## config.mk

```make
export PLATFORM = sky130hd
export DESIGN_NAME = pc_unit
export DESIGN_NICKNAME = d
export VERILOG_FILES = /design/src/rtl/pc_unit.sv
export SDC_FILE = /design/constraint.sdc
export NUM_CORES = 1
export LEC_CHECK = 0
export BUFFER_PORTS_ARGS = -buffer_cell sky130_fd_sc_hd__buf_2
export CORE_AREA = 2 2 104 106
export DETAILED_ROUTE_END_ITERATION = 7
export DIE_AREA = 0 0 106 108
export PLACE_DENSITY = 0.86
export SYNTH_ARGS = -nofsm -noshare
export SYNTH_HDL_FRONTEND = slang
export SYNTH_SLANG_ARGS = --single-unit
```

## constraint.sdc

```tcl
create_clock -name clk_i -period 5.05 [get_ports clk_i]
set_clock_uncertainty 0.05 [all_clocks]
set_input_delay 0 -clock clk_i [delete_from_list [all_inputs] [get_ports clk_i]]
set_output_delay 0 -clock clk_i [all_outputs]
set_load 0.1 [all_outputs]
```

## src/rtl/pc_unit.sv

```systemverilog
// pc_unit: program counter for a simple in-order fetch stage.
//
// Keeps the current fetch PC and moves it on every clock edge. In priority
// order it takes a trap, a branch/jump redirect, a halt request, a stall,
// or the sequential increment. A redirect whose target breaks the alignment
// rule goes to the trap handler instead, and the bad target is recorded.
//
// Ports:
//   clk_i               rising-edge clock
//   rst_ni              asynchronous active-low reset
//   stall_i             hold the current PC this cycle
//   redirect_i          branch/jump taken; load redirect_target_i
//   redirect_target_i   branch/jump destination
//   trap_i              exception/interrupt; load trap_base_i
//   trap_base_i         trap handler base address
//   halt_i              request to enter HALT
//   resume_i            request to leave HALT
//   pc_o                current PC (registered)
//   pc_plus_o           pc_o + INC (combinational, wraps)
//   pc_valid_o          pc_o is fetchable this cycle (state is RUN)
//   misaligned_o        one-cycle pulse after a misaligned redirect
//   misaligned_addr_o   most recent misaligned redirect target
//   issue_count_o       number of cycles with pc_valid_o=1 and stall_i=0
module pc_unit #(
  parameter int              XLEN         = 32,
  parameter logic [XLEN-1:0] RESET_VECTOR = 32'h0000_0000,
  parameter int              INC          = 4,
  parameter int              ALIGN        = 2
) (
  input  logic            clk_i,
  input  logic            rst_ni,
  input  logic            stall_i,
  input  logic            redirect_i,
  input  logic [XLEN-1:0] redirect_target_i,
  input  logic            trap_i,
  input  logic [XLEN-1:0] trap_base_i,
  input  logic            halt_i,
  input  logic            resume_i,
  output logic [XLEN-1:0] pc_o,
  output logic [XLEN-1:0] pc_plus_o,
  output logic            pc_valid_o,
  output logic            misaligned_o,
  output logic [XLEN-1:0] misaligned_addr_o,
  output logic [XLEN-1:0] issue_count_o
);

  typedef enum logic [1:0] {
    BOOT = 2'd0,
    RUN  = 2'd1,
    HALT = 2'd2
  } state_t;

  // Ones in the low ALIGN bit positions; these bits must be zero on any loaded PC.
  localparam logic [XLEN-1:0] ALIGN_MASK = ~({XLEN{1'b1}} << ALIGN);
  localparam logic [XLEN-1:0] INC_V      = XLEN'(INC);

  state_t          state_q, state_d;
  logic [XLEN-1:0] pc_q, pc_d;
  logic            misaligned_q, misaligned_d;
  logic [XLEN-1:0] mis_addr_q, mis_addr_d;
  logic [XLEN-1:0] count_q, count_d;

  logic [XLEN-1:0] trap_target;
  logic            target_bad;
  logic            issue;

  assign trap_target = trap_base_i & ~ALIGN_MASK;
  assign target_bad  = (redirect_target_i & ALIGN_MASK) != '0;
  assign issue       = (state_q == RUN) && !stall_i;

  always_ff @(posedge clk_i or negedge rst_ni) begin
    if (!rst_ni) begin
      state_q      <= BOOT;
      pc_q         <= RESET_VECTOR;
      misaligned_q <= 1'b0;
      mis_addr_q   <= '0;
      count_q      <= '0;
    end else begin
      state_q      <= state_d;
      pc_q         <= pc_d;
      misaligned_q <= misaligned_d;
      mis_addr_q   <= mis_addr_d;
      count_q      <= count_d;
    end
  end

  always_comb begin
    state_d      = state_q;
    pc_d         = pc_q;
    misaligned_d = 1'b0;
    mis_addr_d   = mis_addr_q;
    // The count reflects the cycle just ending, whatever happens to the PC.
    count_d      = count_q + XLEN'(issue);

    unique case (state_q)
      // BOOT ignores all inputs; the reset vector becomes the first valid PC.
      BOOT: state_d = RUN;

      RUN: begin
        if (trap_i) begin
          pc_d = trap_target;
        end else if (redirect_i) begin
          if (target_bad) begin
            pc_d         = trap_target;
            misaligned_d = 1'b1;
            mis_addr_d   = redirect_target_i;
          end else begin
            pc_d = redirect_target_i;
          end
        end else if (halt_i) begin
          state_d = HALT;
        end else if (!stall_i) begin
          pc_d = pc_q + INC_V;
        end
      end

      HALT: begin
        if (trap_i) begin
          state_d = RUN;
          pc_d    = trap_target;
        end else if (resume_i) begin
          state_d = RUN;
        end
      end

      default: state_d = BOOT;
    endcase
  end

  assign pc_o              = pc_q;
  assign pc_plus_o         = pc_q + INC_V;
  assign pc_valid_o        = (state_q == RUN);
  assign misaligned_o      = misaligned_q;
  assign misaligned_addr_o = mis_addr_q;
  assign issue_count_o     = count_q;

endmodule

```

### After elaboration in Yosys (flattened, before gate mapping)

Cells that the tools add are included.

* word-level logic and storage cells: 42
* bits in registers: 99
* output and inout bits: 130

* muxes and demuxes: 17
* add/sub/neg operators: 2
* bitwise gates (word level): 1
* eq/ne operators: 9
* reduce and logical (&&, ||, !) cells: 8

Operators with widths (number)
* 32-bit 2-to-1 mux: 6
* 32-bit one-hot mux with 2 select lines: 1
* 32-bit by 1-bit adder with 32-bit output: 1
* 32-bit by 3-bit adder with 32-bit output, second input constant: 1
* 32-bit nonzero test: 1
* 4-bit AND reduction: 3
* 2-bit 2-to-1 mux: 5
* 2-bit != test, second input constant: 4
* 4-bit != test, second input constant: 2
* 2-bit one-hot mux with 3 select lines: 1
* 1-bit 2-to-1 mux: 4
* 3-bit != test, second input constant: 1
* 2-bit by 1-bit == test with 1-bit output, second input constant: 1
* 2-bit == test, second input constant: 1
* 2-bit zero test: 1
* 2-bit nonzero test: 1
* 1-bit logical AND: 1
* 1-bit zero test: 1
* 1-bit inverter: 1

### Longest topological paths before layout

Gate-level depths: netlist (run 1).

* word-level depth: 6
* gate-level depth with buffers: 10
* mapped depth without buffers: 10

### Least setup slack after synthesis (run 1)

No wires, ideal clock.

* path kind: reg-to-output
* from: register pc_q[9], in the netlist pc_o[9]
* to: output port pc_plus_o[31]
* buffers on the path: 0
* data required time: 5.000 ns
* arrival: 3.988 ns
* slack: 1.012 ns
* cell stages (with the launch flop): 5
* cells stage by stage: dfrtp_1 > nand2_1 > or4_4 > or4_4 > xnor2_1

* longest elaborated chain between the ends: 1

Ends and longest elaborated chain
* start, declared: RTL line 58 `logic [XLEN-1:0] pc_q, pc_d;`
* start signal, assigned: RTL line 80 `pc_q <= pc_d;`
* 32-bit by 3-bit adder with 32-bit output: RTL line 131 `assign pc_plus_o = pc_q + INC_V;`
* end, declared: RTL line 40 `output logic [XLEN-1:0] pc_plus_o,`

Every way passes these cells.

### Final worst setup path (run 1)

* from: register pc_q[2], in the netlist pc_o[2]
* to: output port pc_plus_o[28]

The elaborated chain is that of the path after synthesis.

==> impl_metrics.tcl, run 1 <==
set metrics [dict create \
    status "finished, final reports clean" \
    path_cells "ha_1 -> nand2_1 -> or4_4 -> nor4_1 -> xor2_1 -> buf_2" \
    synth_warnings 0 \
    min_period_over_period 0.622 \
    tns_ns 0 \
    hpwl_um 12200 \
    yosys-mux-area-fraction 0.0693 \
    grt_max_degree 57 \
    cp_slowest_stage_delay_ns 0.69 \
    wl_met1_um 6990 \
    wl_met2_um 9050 \
    syn-num-nets 653 \
    max_cap_viol_count 0 \
    place_area_um2 6600 \
    hold_class "input pin to register" \
    cp-end-kind "output pin" \
    setup_violations 0 \
    cts_hold_buf 52 \
    final_common_cell "buf_2" \
    synth_compound_area_frac 0.133 \
    whs_ns 0.0148 \
    die_w_um 106 \
    ys_types 54 \
    seq_area_frac_synth 0.451 \
    crit_type "register to output pin" \
    diodes 0 \
    grt_pass1_wl_um 28900 \
    fp.dieArea_um2 11400 \
    routed_wl_um 18600 \
    ant_nets 0 \
    cts_buffers 9 \
    final_cell_mix "buf_2, dfrtp_1, nand2_1" \
    io_pins 201 \
    synth_xor_area_frac 0.0925 \
    max_slew.worst_pin.slew_ns 1.05 \
    critPathLaunchType "register" \
    syn_area_um2 5490 \
    worst_path_max_delay_cell "nor4_1" \
    synth-edff-count 0 \
    synth_top_family_by_area "simple AND/OR/NAND/NOR gates" \
    max_freq_mhz 318 \
    clock-root-buffer "clkbuf_8" \
    cp_max_fo 6 \
    clockBufferDepth 2 \
    grt_usage 0.324 \
    post_cts_buffers 0 \
    viasPerCell 6.05 \
    rows 37 \
    worstPathRequired_ns 5.00 \
    wl_per_cell_um 19.5 \
    grt_antenna_before_repair 0 \
    grt_pass1_vias 5623 \
    htree_levels 3 \
    cts_tree "done" \
    grt.overflow.total 0 \
    cts.clk_slew.worst_paths_ns 0.11 \
    fillers 739 \
    fin_area_um2 7310 \
    clk_latency_ns 0.39 \
    drive_gt1_frac 0.330 \
    cts_resized 0 \
    ys_ff_latch 99 \
    synthAdderAreaFrac 0.0182 \
    slew_violations 0 \
    rsz0062_at_grt "false" \
    area_growth_pct 33.1 \
    synth_simple_gate_area_frac 0.207 \
    synth-main-ff-cell "dfrtp_1" \
    clock_sinks 99 \
    avgSynthCellArea_um2 9.57 \
    gp_congestion 0.894 \
    maxSlewHeadroom 0.299 \
    port_buffers 198 \
    async_reset_ff_frac 1.00 \
    nNetsFinal 888 \
    remaining_drc_errors 0 \
    start_util 0.537 \
    hold_viol_final 0 \
    vias 5750 \
    dieHeight_um 108 \
    arrival_ns 3.09 \
    drt_first_pass_iters 5 \
    period_needed_ns 3.14 \
    core-area_um2 10200 \
    drt_iter0_drc 616 \
    syn_inst 574 \
    routed-wl-met3_um 1750 \
    top_layer "met4" \
]
## sequential cells by signal, indices dropped and copies added (netlist names)
register / cells
issue_count_o: 32
misaligned_addr_o: 32
pc_o: 32
state_q: 2
misaligned_o: 1
## worst paths after layout
path / end / depth (start not counted) / slack (ns) / startpoint
max reg2reg: issue_count_o[22] / 10 / 2.27 / state_q[1]
max: pc_plus_o[28] / 6 / 1.91 / pc_o[2]
min: pc_o[4] / 4 / 0.01 / trap_base_i[4]
min reg2reg: issue_count_o[18] / 1 / 0.44 / issue_count_o[18]
min in group asynchronous: issue_count_o[20] / 2 / 0.11 / rst_ni
max in group asynchronous: pc_o[13] / 3 / 3.64 / rst_ni
## final cells by class
cell class,count,area [um2],area share
clock buffer,9,124,0.0170
timing repair buffer,256,1560,0.213
inverter,6,22.5,0.00308
multi-input combinational,437,2890,0.395
sequential,99,2480,0.339
clock inverter,7,67.6,0.00925
tap,136,170,0.0233
## metal layers
| metal | GRT usage | vias up |
|---|---|---|
| li1 | - | 2526 |
| met1 | 0.402 | 2763 |
| met2 | 0.544 | 377 |
| met3 | 0.0705 | 84 |
| met4 | 0.149 | 0 |
| met5 | 0 | - |
## cell families (layout without fill, tap and decap cells)
family / Yosys count / in the layout
xor gates and xnor gates: 58 / 58
muxes: 34 / 34
AOI/OAI and AO/OA: 111 / 111
and+or+nand+nor: 226 / 226
buffers and inverters: 38 / 278
DFF: 99 / 99
adders and majority gates: 8 / 8
## Yosys cell counts (all sizes together), types with 2 or more instances
| master | count | share of area |
|---|---|---|
| nor2b | 3 | 0.0034 |
| nand4 | 16 | 0.018 |
| o21ai | 20 | 0.018 |
| a31oi | 9 | 0.010 |
| nor2 | 43 | 0.029 |
| nand3 | 35 | 0.035 |
| nand2b | 3 | 0.0034 |
| a21oi | 36 | 0.033 |
| inv | 6 | 0.0041 |
| mux2i | 2 | 0.0036 |
| o211ai | 2 | 0.0027 |
| or2 | 3 | 0.0034 |
| o41ai | 3 | 0.0048 |
| a21o | 2 | 0.0027 |
| xor2 | 17 | 0.027 |
| and2 | 3 | 0.0034 |
| nor3 | 7 | 0.0064 |
| buf | 7 | 0.0080 |
| o221a | 2 | 0.0041 |
| o22a | 9 | 0.014 |
| nand2 | 74 | 0.051 |
| and4 | 8 | 0.013 |
| a2bb2oi | 8 | 0.013 |
| a221oi | 2 | 0.0032 |
| dfrtp | 99 | 0.45 |
| clkbuf | 25 | 0.017 |
| mux2 | 32 | 0.066 |
| and3 | 15 | 0.017 |
| or4 | 5 | 0.0089 |
| xnor2 | 41 | 0.065 |
| ha | 8 | 0.018 |
| nor4 | 8 | 0.010 |
| o311ai | 2 | 0.0032 |
| o21a | 7 | 0.0096 |
## critical path, delay by kind of cell (launching register included)
| family | cells | cell delay, ns |
|---|---|---|
| simple gates | 3 | 1.34 |
| fa+ha+maj | 1 | 0.28 |
| xor+xnor | 1 | 0.19 |
| buf+inv | 1 | 0.44 |
| flops | 1 | 0.47 |
## metrics by stage
step                setup slack (ns)  utilization  std cells
global route                    1.80        0.714        950
CTS                             1.99        0.714        950
global placement                2.44        0.645        882
detailed placement              2.34        0.645        882
floorplan                       1.01            -        574
finish                          1.91        0.714        950
Power of run 1 is left out: the tool's default activity adds up to more than one toggle a clock period on the data nets, which glitch-free logic cannot reach.
==> run 2, diff against run 1 <==
- ABC_AREA: default -> 1
- CORE_AREA: 2 2 104 106 -> 2 2 109 111
- DIE_AREA: 0 0 106 108 -> 0 0 111 113
- PLACE_DENSITY: 0.86 -> 0.82
- clock period: 5.05 -> 3.25 ns (I/O delays scaled with it)
==> impl_metrics.tcl, run 2 <==
set metrics [dict create \
    critPathLaunchType "register" \
    max_cap_viol_count 0 \
    vias 6091 \
    crit_type "register to register" \
    grt_usage 0.298 \
    hold_viol_final 1 \
    cts_buffers 9 \
    min_period_over_period 0.804 \
    clock_sinks 99 \
    grt_antenna_before_repair 0 \
    max_freq_mhz 383 \
    ys_types 35 \
    grt_pass1_wl_um 29400 \
    synth_warnings 0 \
    start_util 0.507 \
    clockBufferDepth 2 \
    worstPathRequired_ns 3.46 \
    gp_congestion 1.01 \
    diodes 0 \
    post_cts_buffers 0 \
    cp-end-kind "register" \
    tns_ns 0 \
    htree_levels 3 \
    synth_top_family_by_area "simple AND/OR/NAND/NOR gates" \
    nNetsFinal 1082 \
    async_reset_ff_frac 1.00 \
    r2r_slack_ns 0.64 \
    synth-main-ff-cell "dfrtp_1" \
    drive_gt1_frac 0.253 \
    fp.dieArea_um2 12500 \
    cp_slowest_stage_delay_ns 0.41 \
    worst_path_max_delay_cell "dfrtp_1" \
    synthTopCellsByArea "dfrtp_1, nand2_1, nor2_1, inv_1, xor2_1" \
    fillers 928 \
    ys_ff_latch 99 \
    syn_area_um2 5720 \
    stdcell_count 1150 \
    hold_class "input pin to register" \
    dpl.cell_count 1086 \
    cts.clk_slew.worst_paths_ns 0.07 \
    grt.overflow.total 0 \
    whs_ns -0.00103 \
    violations "negative hold slack" \
    yosysTopAreaCell "dfrtp_1" \
    synth_compound_area_frac 0.109 \
    io_pins 201 \
    cts_resized 0 \
    final_common_cell "nand2_1" \
    wl_per_cell_um 16.2 \
    status "finished with violations" \
    max_slew.worst_pin.slew_ns 0.738 \
    maxSlewHeadroom 0.508 \
    cts_tree "done" \
    rsz0062_at_grt "false" \
    drt_iter0_drc 590 \
    yosysMostFrequentCell "nand2_1" \
    period_needed_ns 2.61 \
    routed_wl_um 18600 \
    cpLargestDelayFamily "simple AND/OR/NAND/NOR gates" \
    viasPerCell 5.30 \
    synth_xor_area_frac 0.0674 \
    yosys-mux-area-fraction 0 \
    clk_latency_ns 0.35 \
    grt_max_degree 59 \
    syn_inst 760 \
    synth-edff-count 0 \
    cp_max_fo 6 \
    synthAdderAreaFrac 0.0175 \
    core-area_um2 11300 \
    post-route-util 0.686 \
    synth.cells.most_frequent "nand2_1, dfrtp_1, nor2_1" \
    grt_pass1_vias 5851 \
    path_cells "inv_1 -> ha_1 -> inv_1 -> nor2_1 -> ha_1 -> ha_1 -> nand2_1 -> nor2_1 -> nand4_2 -> nor2_4 -> nand2_2 -> nor2_1 -> xor2_1" \
    remaining_drc_errors 0 \
    hpwl_um 13700 \
    avgSynthCellArea_um2 7.53 \
    path_buf_inv 2 \
    syn-num-nets 839 \
    setup_violations 0 \
    ant_nets 0 \
    rows 39 \
    port_buffers 198 \
    arrival_ns 2.82 \
    drt_first_pass_iters 6 \
    synth_simple_gate_area_frac 0.289 \
    die_w_um 111 \
    dieHeight_um 113 \
    cts_hold_buf 49 \
    clock-root-buffer "clkbuf_16" \
    seq_area_frac_synth 0.433 \
    synth_top_cell_area_share 0.433 \
    area_growth_pct 35.1 \
    slew_violations 0 \
    final_cell_mix "nand2_1, buf_2, dfrtp_1" \
]
[run 2: cell type report]
type / count / area, um2 / area share
tap: 143 / 179 / 0.0232
clock buffer: 11 / 253 / 0.0327
multi-input combinational: 551 / 2890 / 0.374
clock inverter: 4 / 55.1 / 0.00712
timing repair buffer: 254 / 1540 / 0.199
sequential: 99 / 2480 / 0.321
inverter: 88 / 334 / 0.0432
[run 2: worst reg2reg max path, cell delays in order, from the launching register on]
cell and delay [ns]:
dfrtp_1 0.41, inv_1 0.13, ha_1 0.27, inv_1 0.06
nor2_1 0.11, ha_1 0.18, ha_1 0.18, nand2_1 0.05
nor2_1 0.23, nand4_2 0.23, nor2_4 0.22, nand2_2 0.08
nor2_1 0.14, xor2_1 0.19
[run 2: per-stage QoR]
| stage | setup slack (ns) | instance area (um2) |
|---|---|---|
| 5_1_grt | 0.407 | 7730 |
| 2_1_floorplan | 0.00399 | 5850 |
| 6_report | 0.638 | 7730 |
| 3_3_place_gp | 0.810 | 6930 |
| 3_5_place_dp | 0.638 | 6930 |
| 4_1_cts | 0.613 | 7730 |
[run 2: layer usage]
| metal | track usage | up-vias | share of wire |
|---|---|---|---|
| met5 | 0 | - | 0 |
| met4 | 0.150 | 0 | 0.044 |
| met3 | 0.0520 | 66 | 0.075 |
| met2 | 0.503 | 314 | 0.48 |
| met1 | 0.373 | 2807 | 0.40 |
| li1 | - | 2904 | - |
[run 2: cells by family (layout without fill, tap and decap cells)]
logic type                 Yosys count  in the layout
and+or+nand+nor                    389            389
AOI/OAI and AO/OA                  110            110
buffers and inverters              110            357
DFF                                 99             99
xor gates and xnor gates            44             44
adders and majority gates            8              8
[run 2: final timing paths]
path	from	to	cells after the start
setup / recovery	state_q[1]	issue_count_o[26]	13
setup reg to reg	state_q[1]	issue_count_o[26]	13
hold / removal	stall_i	issue_count_o[0]	3
hold reg to reg	misaligned_addr_o[0]	misaligned_addr_o[0]	2
max in group asynchronous	rst_ni	misaligned_addr_o[17]	3
min in group asynchronous	rst_ni	issue_count_o[2]	2
Power of run 2 is left out for the same reason.
